<file path="config.mk">
export PLATFORM = sky130hd
export DESIGN_NAME = coarse_multi_capture
export DESIGN_NICKNAME = d
export VERILOG_FILES = /design/src/rtl/coarse_multi_capture.sv
export SDC_FILE = /design/constraint.sdc
export NUM_CORES = 1
export LEC_CHECK = 0
export ABC_AREA = 1
export CAP_MARGIN = 20
export CELL_PAD_IN_SITES_DETAIL_PLACEMENT = 0
export CELL_PAD_IN_SITES_GLOBAL_PLACEMENT = 1
export CORE_MARGIN = 2
export CORE_UTILIZATION = 48
export DETAILED_ROUTE_END_ITERATION = 10
export MAX_ROUTING_LAYER = met4
export PLACE_DENSITY_LB_ADDON = 0.3
export SETUP_SLACK_MARGIN = 0.5
export SLEW_MARGIN = 20
export SYNTH_ARGS = -nofsm -noshare
export SYNTH_HDL_FRONTEND = slang
export SYNTH_SLANG_ARGS = --single-unit
</file>
<file path="constraint.sdc">
create_clock -name clk -period 5.7 [get_ports clk]
set_clock_uncertainty 0.2 [all_clocks]
set_input_delay 1.14 -clock clk [delete_from_list [all_inputs] [get_ports clk]]
set_output_delay 1.14 -clock clk [all_outputs]
set_load 0.005 [all_outputs]
</file>
<file path="src/rtl/coarse_multi_capture.sv">
// coarse_multi_capture
//   Free-running coarse counter {epoch, count} sampled into one slot per
//   channel on iStore, then drained through a single registered output word
//   chosen by round-robin arbitration.
// Ports
//   clk, iRst     : clock, async active-high reset
//   iCE, iClr     : count enable; sync clear of count, epoch and loss flags
//   iStore[N_CH]  : per-channel capture request (level-sampled)
//   iReady        : downstream accepts current word
//   oValid/oData/oCh : registered output word {epoch,count} and its channel
//   oLost[N_CH]   : sticky flags, a capture arrived while the slot was full

// One capture slot: holds a timestamp until the arbiter takes it.
module coarse_multi_capture_slot #(
  parameter int D_W = 16
) (
  input  logic           clk,
  input  logic           iRst,
  input  logic           iClr,
  input  logic           store,
  input  logic           take,
  input  logic [D_W-1:0] stamp,
  output logic           pend,
  output logic [D_W-1:0] data,
  output logic           lost
);
  // A slot being drained this edge is free to accept the new capture.
  logic accept;
  assign accept = store && (!pend || take);

  always_ff @(posedge clk or posedge iRst) begin
    if (iRst) begin
      pend <= 1'b0;
      data <= '0;
      lost <= 1'b0;
    end else begin
      pend <= accept || (pend && !take);
      if (accept) data <= stamp;
      if (iClr)                       lost <= 1'b0;
      else if (store && pend && !take) lost <= 1'b1;
    end
  end
endmodule

module coarse_multi_capture #(
  parameter  int C_DIG = 10,
  parameter  int E_DIG = 6,
  parameter  int N_CH  = 4,
  localparam int CH_W  = (N_CH > 1) ? $clog2(N_CH) : 1,
  localparam int D_W   = E_DIG + C_DIG
) (
  input  logic            clk,
  input  logic            iRst,
  input  logic            iCE,
  input  logic            iClr,
  input  logic [N_CH-1:0] iStore,
  input  logic            iReady,
  output logic            oValid,
  output logic [D_W-1:0]  oData,
  output logic [CH_W-1:0] oCh,
  output logic [N_CH-1:0] oLost
);
  logic [D_W-1:0]            stamp;
  logic [N_CH-1:0]           pend;
  logic [N_CH-1:0]           take;
  logic [N_CH-1:0][D_W-1:0]  slotData;
  logic [CH_W-1:0]           ptr;
  logic [CH_W-1:0]           gnt;
  logic                      gntVld;
  logic                      load;

  // Epoch sits above count, so a single increment carries count overflow
  // into the epoch and wraps the whole word silently.
  always_ff @(posedge clk or posedge iRst) begin
    if (iRst)      stamp <= '0;
    else if (iClr) stamp <= '0;
    else if (iCE)  stamp <= stamp + D_W'(1);
  end

  for (genvar i = 0; i < N_CH; i++) begin : gSlot
    coarse_multi_capture_slot #(.D_W(D_W)) uSlot (
      .clk   (clk),
      .iRst  (iRst),
      .iClr  (iClr),
      .store (iStore[i]),
      .take  (take[i]),
      .stamp (stamp),
      .pend  (pend[i]),
      .data  (slotData[i]),
      .lost  (oLost[i])
    );
  end

  assign load = !oValid || iReady;

  // Round-robin: first pending slot at or after ptr+1, wrapping.
  always_comb begin
    logic [CH_W-1:0] idx;
    gntVld = 1'b0;
    gnt    = '0;
    idx    = '0;
    for (int k = 1; k <= N_CH; k++) begin
      idx = CH_W'((int'(ptr) + k) % N_CH);
      if (!gntVld && pend[idx]) begin
        gntVld = 1'b1;
        gnt    = idx;
      end
    end
  end

  always_comb begin
    take = '0;
    if (load && gntVld) take[gnt] = 1'b1;
  end

  always_ff @(posedge clk or posedge iRst) begin
    if (iRst) begin
      oValid <= 1'b0;
      oData  <= '0;
      oCh    <= '0;
      ptr    <= CH_W'(N_CH - 1);
    end else if (load) begin
      oValid <= gntVld;
      if (gntVld) begin
        oData <= slotData[gnt];
        oCh   <= gnt;
        ptr   <= gnt;
      end
    end
  end
endmodule
</file>
==> results of run 1 <==
[stage by stage]
step / hold slack, ns / cells / setup WS, ns / utilization, % / cell area (sq um)
floorplan: 0.242 / 683 / 1.49 / - / 5450
global placement: 0.254 / 815 / 2.35 / 52.2 / 5710
detailed placement: 0.258 / 815 / 2.30 / 52.2 / 5710
CTS: 0.275 / 829 / 2.38 / 54.7 / 5980
global route: 0.287 / 829 / 2.44 / 54.7 / 5990
finish: 0.268 / 829 / 2.66 / 54.7 / 5990
[metal layers]
layer | up-vias | share of wire [%] | track usage, %
li1 | 2181 | - | -
met1 | 2076 | 49 | 32.5
met2 | 119 | 45 | 31.3
met3 | 8 | 5.3 | 3.24
met4 | 0 | 0.80 | 5.17
met5 | - | 0 | -
[cells in the mapped netlist]
cell type / instances
a21oi_1: 13
nand2_1: 250
nand2_4: 11
inv_2: 5
buf_2: 10
nand3_4: 1
nand4_1: 10
o31ai_1: 1
o21ai_0: 10
xnor2_1: 1
xor2_1: 1
dfstp_2: 2
nor2_1: 14
nand3_1: 100
buf_4: 11
inv_4: 1
nor3_1: 6
nor2_2: 1
nand3b_1: 1
nor2_4: 3
a211oi_1: 1
nand3_2: 2
dfrtp_1: 107
inv_1: 65
buf_6: 5
and3_1: 1
o211ai_1: 24
nand2_2: 5
nor3b_1: 1
a31oi_1: 3
clkbuf_1: 16
ha_1: 1
[sequential cells by signal, indices dropped and copies added, names as in the netlist]
register and cells:
gSlot.uSlot.data 64, oData 16, stamp 16, gSlot.uSlot.lost 4
gSlot.uSlot.pend 4, oCh 2, ptr 2, oValid 1
[placed cells by master (no fill, tap or decap)]
master / instances
a211oi_1: 1
a21oi_1: 13
a31oi_1: 3
and3_1: 1
buf_4: 3
clkbuf_1: 2
clkbuf_16: 9
clkbuf_8: 2
clkdlybuf4s50_1: 31
clkinvlp_4: 1
dfrtp_1: 107
dfstp_2: 2
ha_1: 1
inv_1: 64
inv_2: 5
inv_4: 2
nand2_1: 250
nand2_2: 5
nand2_4: 11
nand3_1: 99
nand3_2: 2
nand3_4: 2
nand3b_1: 1
nand4_1: 10
nor2_1: 14
nor2_2: 1
nor2_4: 3
nor3_1: 6
nor3b_1: 1
o211ai_1: 24
o21ai_0: 10
o31ai_1: 1
xnor2_1: 1
xor2_1: 1
[final timing paths]
path	endpoint	cells after the start
max	stamp[11]	10
max reg2reg	gSlot[0].uSlot.data[13]	14
max in group asynchronous	gSlot[2].uSlot.data[15]	3
min	gSlot[0].uSlot.data[11]	2
min reg2reg	gSlot[0].uSlot.data[11]	2
min in group asynchronous	gSlot[0].uSlot.data[14]	2
[layout make-up]
cell class	count	area, sq um
Clock buffer	13	260
Clock inverter	1	7.51
Fill cell	1031	4950
Inverter	71	272
Multi-Input combinational cell	461	2210
Sequential cell	109	2730
Tap cell	140	175
Timing Repair Buffer	34	333
[power by group through the flow]
| stage | clock network, W | logic, W | registers (W) |
|---|---|---|---|
| floorplan | 0 | 0.00134 | 0.000974 |
| global placement | 0 | 0.00169 | 0.000994 |
| detailed placement | 0 | 0.00171 | 0.000999 |
| CTS | 0.000591 | 0.00172 | 0.000984 |
| global route | 0.000625 | 0.00191 | 0.000999 |
| finish | 0.000577 | 0.00171 | 0.000985 |
[kinds of logic after synthesis]
kind of cell / share of synthesized area [%]
compound gates: 6.04
xor+xnor: 0.322
fa+ha+maj: 0.230
buf+inv: 9.51
flops: 50.1
simple gates: 33.8
[worst max-delay path, stage by stage]
cell	delay, ns
clkdlybuf4s50_1	0.75
nor2_1	0.20
inv_1	0.15
nand2_1	0.06
nor2_1	0.13
nand2_1	0.10
nor3_1	0.19
nand3_1	0.12
o21ai_0	0.16
a21oi_1	0.05
==> impl_metrics.xml, run 1 <==
<?xml version="1.0" encoding="UTF-8"?>
<metrics>
  <group name="status">
    <metric name="status" unit="">finished, final reports clean</metric>
  </group>
  <group name="routing">
    <metric name="postRouteWirelength" unit="microns">12400</metric>
    <metric name="detail_route.iter0.violations" unit="">319</metric>
    <metric name="route.detailed.drc" unit="">0</metric>
    <metric name="detail_route.vias_per_cell" unit="">5.29</metric>
    <metric name="detail_route.first_pass.iterations" unit="">5</metric>
    <metric name="vias" unit="">4384</metric>
    <metric name="drt.antenna.violating_nets" unit="">0</metric>
    <metric name="detail_route.wl_per_cell" unit="microns">15.0</metric>
  </group>
  <group name="clock_network">
    <metric name="clk_pin_slew" unit="ns">0.06</metric>
    <metric name="cts-hold-fix-buffers" unit="">0</metric>
    <metric name="cts.root.buffer_cell" unit="">clkbuf_16</metric>
    <metric name="clock-sinks" unit="">109</metric>
    <metric name="tritoncts_clock_tree" unit="">yes</metric>
    <metric name="cts_repair_resize_count" unit="">0</metric>
    <metric name="cts_post_setup_buffers_inserted" unit="">0</metric>
    <metric name="cts_made_buffers" unit="">9</metric>
    <metric name="clockBufferDepth" unit="">2</metric>
    <metric name="clk_latency" unit="ns">0.34</metric>
    <metric name="cts_htree_levels" unit="">3</metric>
  </group>
  <group name="die">
    <metric name="die_h" unit="microns">111</metric>
    <metric name="die_w" unit="microns">111</metric>
    <metric name="boundaryPins" unit="">32</metric>
    <metric name="start_util" unit="%">49.8</metric>
    <metric name="core_area" unit="sq um">10900</metric>
    <metric name="num_rows" unit="">38</metric>
    <metric name="floorplan.die_area" unit="sq um">12200</metric>
  </group>
  <group name="placement">
    <metric name="detailed_placement_wirelength_estimate" unit="microns">8220</metric>
    <metric name="numPortBuffers" unit="">31</metric>
    <metric name="place.gp.congestion" unit="">0.844</metric>
  </group>
  <group name="sta">
    <metric name="grt_setup_unrepaired" unit="">false</metric>
    <metric name="finalWorstPathRequiredPeriod" unit="ns">3.04</metric>
    <metric name="max-slew-margin-rel" unit="%">30.8</metric>
    <metric name="hold_viol_final" unit="">0</metric>
    <metric name="clock.fmax" unit="MHz">329</metric>
    <metric name="finalSetupViolations" unit="">0</metric>
    <metric name="ratio_of_final_minimum_period_to_clock_period" unit="%">53.3</metric>
    <metric name="setup_tns" unit="ns">0</metric>
    <metric name="drv_slew" unit="">0</metric>
    <metric name="worstMarginPinSlew" unit="ns">1.03</metric>
  </group>
  <group name="critical_path">
    <metric name="worst_ep_required_time" unit="ns">5.73</metric>
    <metric name="critical_path.startpoint_type" unit="">primary input</metric>
    <metric name="worstSetupEndpointType" unit="">flip-flop</metric>
    <metric name="path_max_fanout" unit="">11</metric>
    <metric name="ff2ff_setup_slack" unit="ns">2.80</metric>
    <metric name="arrival" unit="ns">3.07</metric>
    <metric name="critPathKind" unit="">in -&gt; reg</metric>
    <metric name="crit_start" unit="">iClr</metric>
    <metric name="r2r-start" unit="">ptr[0]</metric>
  </group>
  <group name="global_route">
    <metric name="overflow" unit="">0</metric>
    <metric name="grt_pass1_vias" unit="">4075</metric>
    <metric name="antenna_violations_before_repair" unit="">0</metric>
    <metric name="grt_pass1_wl" unit="microns">21000</metric>
    <metric name="grtUsageTotal" unit="%">21.7</metric>
    <metric name="grt_start_max_net_pins" unit="">79</metric>
  </group>
  <group name="synthesis">
    <metric name="netlist_top_cells_area" unit="">dfrtp_1 (49%), nand2_1 (17%), nand3_1 (9.2%)</metric>
    <metric name="number_of_storage_elements_in_the_synthesis_netlist" unit="">109</metric>
    <metric name="synth.avg_cell_area" unit="sq um">7.97</metric>
    <metric name="post-synth-top-area-cell" unit="">dfrtp_1</metric>
    <metric name="yosysWarningCount" unit="">0</metric>
    <metric name="synth_sequential_area_ratio" unit="%">50.1</metric>
    <metric name="syn_inst" unit="">683</metric>
    <metric name="synth.lib_cells_used.distinct" unit="">32</metric>
    <metric name="netlist_area_before_placement" unit="sq um">5450</metric>
    <metric name="synthesis.nets" unit="">693</metric>
    <metric name="synthDominantCellAreaShare" unit="%">49.2</metric>
  </group>
  <group name="finish">
    <metric name="num_antenna_cells" unit="">0</metric>
    <metric name="flow.area_growth_from_synthesis" unit="%">9.95</metric>
    <metric name="post_route_cells_drive_above_1_share" unit="%">6.97</metric>
    <metric name="finish.net_count" unit="">696</metric>
  </group>
  <group name="worst_hold_path">
    <metric name="class_of_the_tightest_hold_or_removal_check" unit="">reg -&gt; reg</metric>
    <metric name="holdCritStartpoint" unit="">gSlot[0].uSlot.data[11]</metric>
  </group>
  <group name="pwr">
    <metric name="internal_power" unit="W">0.00174</metric>
    <metric name="vdd.ir_drop.worst" unit="mV">0.418</metric>
    <metric name="power_density_relative_to_cell_area" unit="nW/um^2">546</metric>
    <metric name="overall_power" unit="W">0.00327</metric>
    <metric name="p_sw" unit="W">0.00154</metric>
    <metric name="combinationalPowerShare" unit="%">52.3</metric>
    <metric name="power.share.sequential" unit="%">30.1</metric>
    <metric name="clockPowerShare" unit="%">17.6</metric>
    <metric name="p_leak" unit="nW">3.10</metric>
    <metric name="power.switching_fraction" unit="%">46.9</metric>
  </group>
  <group name="run">
    <metric name="max_cap_violations" unit="">0</metric>
  </group>
</metrics>
Power figures use the tool's default switching activity.
==> inputs of run 2 (changes only) <==
CORE_UTILIZATION = 45   (was 48)
clock period = 3.1 ns   (was 5.7 ns; I/O delays follow)
==> run 2 against run 1 <==
Compared with the run above:
- register-to-register slack got worse by 2.2 ns
- sequential power rose by 84%
- core utilization fell by 1.7 points
- wire length rose by 12%
==> impl_metrics.xml, run 2 (synthesis results as in run 1) <==
<?xml version="1.0" encoding="UTF-8"?>
<metrics>
  <group name="critical_path">
    <metric name="path_max_fanout" unit="">10</metric>
    <metric name="crit_path_top_delay_cell" unit="">dfstp_2</metric>
    <metric name="worst_ep_required_time" unit="ns">3.14</metric>
    <metric name="r2r-start" unit="">ptr[1]</metric>
    <metric name="critical_path.startpoint_type" unit="">flip-flop</metric>
    <metric name="critPathKind" unit="">reg -&gt; reg</metric>
    <metric name="max_stage_delay" unit="ns">0.59</metric>
    <metric name="arrival" unit="ns">2.50</metric>
    <metric name="crit_start" unit="">ptr[1]</metric>
    <metric name="worstSetupEndpointType" unit="">flip-flop</metric>
    <metric name="series_of_cell_instances_along_the_critical_path" unit="">inv_2, nand2_1, nand2_1, nand2_1, nand2_2, nor2_4, nand3_4, nand2_8, inv_2, nand3_2, nand2_8, buf_4, nand3_1, nand2_1</metric>
    <metric name="cpMostUsedCell" unit="">nand2_1</metric>
  </group>
  <group name="run">
    <metric name="max_cap_violations" unit="">0</metric>
  </group>
  <group name="finish">
    <metric name="num_antenna_cells" unit="">0</metric>
    <metric name="multi_input_comb_area" unit="sq um">2290</metric>
    <metric name="mostFrequentLayoutCell" unit="">nand2_1</metric>
    <metric name="flow.area_growth_from_synthesis" unit="%">16.0</metric>
    <metric name="registers.top_by_ff_count" unit="">gSlot.uSlot.data</metric>
    <metric name="finish.net_count" unit="">716</metric>
    <metric name="final_cell_area" unit="sq um">6320</metric>
    <metric name="layoutNonFillerInstCount" unit="">858</metric>
    <metric name="largest_regs" unit="">gSlot.uSlot.data: 64 flops, oData: 16 flops, stamp: 16 flops</metric>
    <metric name="post_route_cells_drive_above_1_share" unit="%">9.85</metric>
    <metric name="fillCellCount" unit="">1148</metric>
    <metric name="max_ffs_per_register" unit="">64</metric>
    <metric name="regArea" unit="sq um">2730</metric>
    <metric name="mostFrequentLayoutCells" unit="">nand2_1 (250), dfrtp_1 (107), nand3_1 (99)</metric>
  </group>
  <group name="sta">
    <metric name="drv_slew" unit="">0</metric>
    <metric name="setup_tns" unit="ns">0</metric>
    <metric name="grt_setup_unrepaired" unit="">true</metric>
    <metric name="finalSetupViolations" unit="">0</metric>
    <metric name="ratio_of_final_minimum_period_to_clock_period" unit="%">79.6</metric>
    <metric name="worstMarginPinSlew" unit="ns">0.626</metric>
    <metric name="hold_viol_final" unit="">0</metric>
    <metric name="clock.fmax" unit="MHz">406</metric>
    <metric name="finalWorstPathRequiredPeriod" unit="ns">2.47</metric>
    <metric name="max-slew-margin-rel" unit="%">58.1</metric>
    <metric name="finalWorstSetupSlack" unit="ns">0.634</metric>
  </group>
  <group name="clock_network">
    <metric name="cts.root.buffer_cell" unit="">clkbuf_16</metric>
    <metric name="clk_pin_slew" unit="ns">0.07</metric>
    <metric name="cts_made_buffers" unit="">9</metric>
    <metric name="cts_htree_levels" unit="">3</metric>
    <metric name="clockBufferDepth" unit="">2</metric>
    <metric name="clock-sinks" unit="">109</metric>
    <metric name="clk_latency" unit="ns">0.35</metric>
    <metric name="tritoncts_clock_tree" unit="">yes</metric>
  </group>
  <group name="routing">
    <metric name="detail_route.vias_per_cell" unit="">5.29</metric>
    <metric name="postRouteWirelength" unit="microns">13900</metric>
    <metric name="route.detailed.drc" unit="">0</metric>
    <metric name="drt.antenna.violating_nets" unit="">0</metric>
    <metric name="detail_route.iter0.violations" unit="">302</metric>
    <metric name="vias" unit="">4541</metric>
    <metric name="detail_route.wl_per_cell" unit="microns">16.2</metric>
    <metric name="detail_route.first_pass.iterations" unit="">5</metric>
  </group>
  <group name="global_route">
    <metric name="grt_pass1_vias" unit="">4367</metric>
    <metric name="overflow" unit="">0</metric>
    <metric name="grt_pass1_wl" unit="microns">23000</metric>
    <metric name="antenna_violations_before_repair" unit="">0</metric>
    <metric name="grtUsageTotal" unit="%">23.4</metric>
    <metric name="grt_start_max_net_pins" unit="">57</metric>
  </group>
  <group name="die">
    <metric name="die_w" unit="microns">114</metric>
    <metric name="boundaryPins" unit="">32</metric>
    <metric name="floorplan.die_area" unit="sq um">13000</metric>
    <metric name="core_area" unit="sq um">11900</metric>
    <metric name="num_rows" unit="">40</metric>
    <metric name="die_h" unit="microns">114</metric>
    <metric name="start_util" unit="%">45.7</metric>
  </group>
  <group name="placement">
    <metric name="dpl.cell_count" unit="">830</metric>
    <metric name="place.gp.congestion" unit="">0.885</metric>
    <metric name="cell_area_placed" unit="sq um">5810</metric>
    <metric name="dpl_worst_slack" unit="ns">0.313</metric>
    <metric name="detailed_placement_wirelength_estimate" unit="microns">9370</metric>
    <metric name="numPortBuffers" unit="">31</metric>
  </group>
  <group name="worst_hold_path">
    <metric name="class_of_the_tightest_hold_or_removal_check" unit="">reg -&gt; reg</metric>
    <metric name="holdCritStartpoint" unit="">gSlot[0].uSlot.data[14]</metric>
  </group>
  <group name="pwr">
    <metric name="power_density_relative_to_cell_area" unit="nW/um^2">1070</metric>
    <metric name="p_leak" unit="nW">3.22</metric>
    <metric name="vdd.ir_drop.worst" unit="mV">0.763</metric>
  </group>
  <group name="status">
    <metric name="status" unit="">finished, final reports clean</metric>
  </group>
</metrics>
==> run 2: area by class of cell <==
| class | count | share of cell area (%) |
|---|---|---|
| clock buffer | 11 | 3.68 |
| clock inverter | 5 | 0.971 |
| inverter | 71 | 4.32 |
| multi-input combinational | 461 | 36.2 |
| sequential | 109 | 43.2 |
| tap | 147 | 2.91 |
| timing repair buffer | 54 | 8.70 |
==> run 2: per-layer routing <==
| metal | share of wire, % | track usage [%] | routed length (microns) |
|---|---|---|---|
| met1 | 48 | 32.2 | 6630 |
| met2 | 48 | 36.6 | 6630 |
| met3 | 3.2 | 3.13 | 441 |
| met4 | 1.4 | 6.83 | 191 |
| met5 | 0 | - | 0 |
==> run 2: repair_timing <==
item,CTS,global route
gates cloned,0,0
pin swaps,1,2
hold buffers,0,0
hold endpoints to repair,0,0
gates resized for setup,4,7
setup endpoints to repair,72,77
buffers inserted,2,10
==> run 2: power breakdown <==
| group | leakage [nW] | internal (W) | switching [W] | total, W |
|---|---|---|---|---|
| registers | 1.46 | 0.00165 | 0.000160 | 0.00181 |
| clock network | 0.144 | 0.000631 | 0.000528 | 0.00116 |
| logic | 1.61 | 0.00137 | 0.00241 | 0.00379 |
==> run 2: stage by stage <==
step / hold slack (ns) / utilization, % / total power (W)
3_3_place_gp: 0.254 / 48.8 / 0.00507
3_5_place_dp: 0.258 / 48.8 / 0.00511
5_1_grt: 0.283 / 53.0 / 0.00725
2_1_floorplan: 0.242 / - / 0.00426
6_report: 0.272 / 53.0 / 0.00676
4_1_cts: 0.275 / 51.6 / 0.00639
==> run 2: path summary, 6_finish.rpt <==
kind	end	slack (ns)	depth (start not counted)
max in group asynchronous	gSlot[0].uSlot.pend	1.44	3
min reg2reg	gSlot[0].uSlot.data[14]	0.27	2
max	gSlot[0].uSlot.data[11]	0.63	14
max reg2reg	gSlot[0].uSlot.data[11]	0.63	14
min in group asynchronous	stamp[14]	0.48	2
min	gSlot[0].uSlot.data[14]	0.27	2
==> run 2: worst max-delay path: cells and delay by family (launching register included) <==
family,cells,cell delay (ns)
flops,1,0.59
buf+inv,3,0.37
simple gates,11,1.19
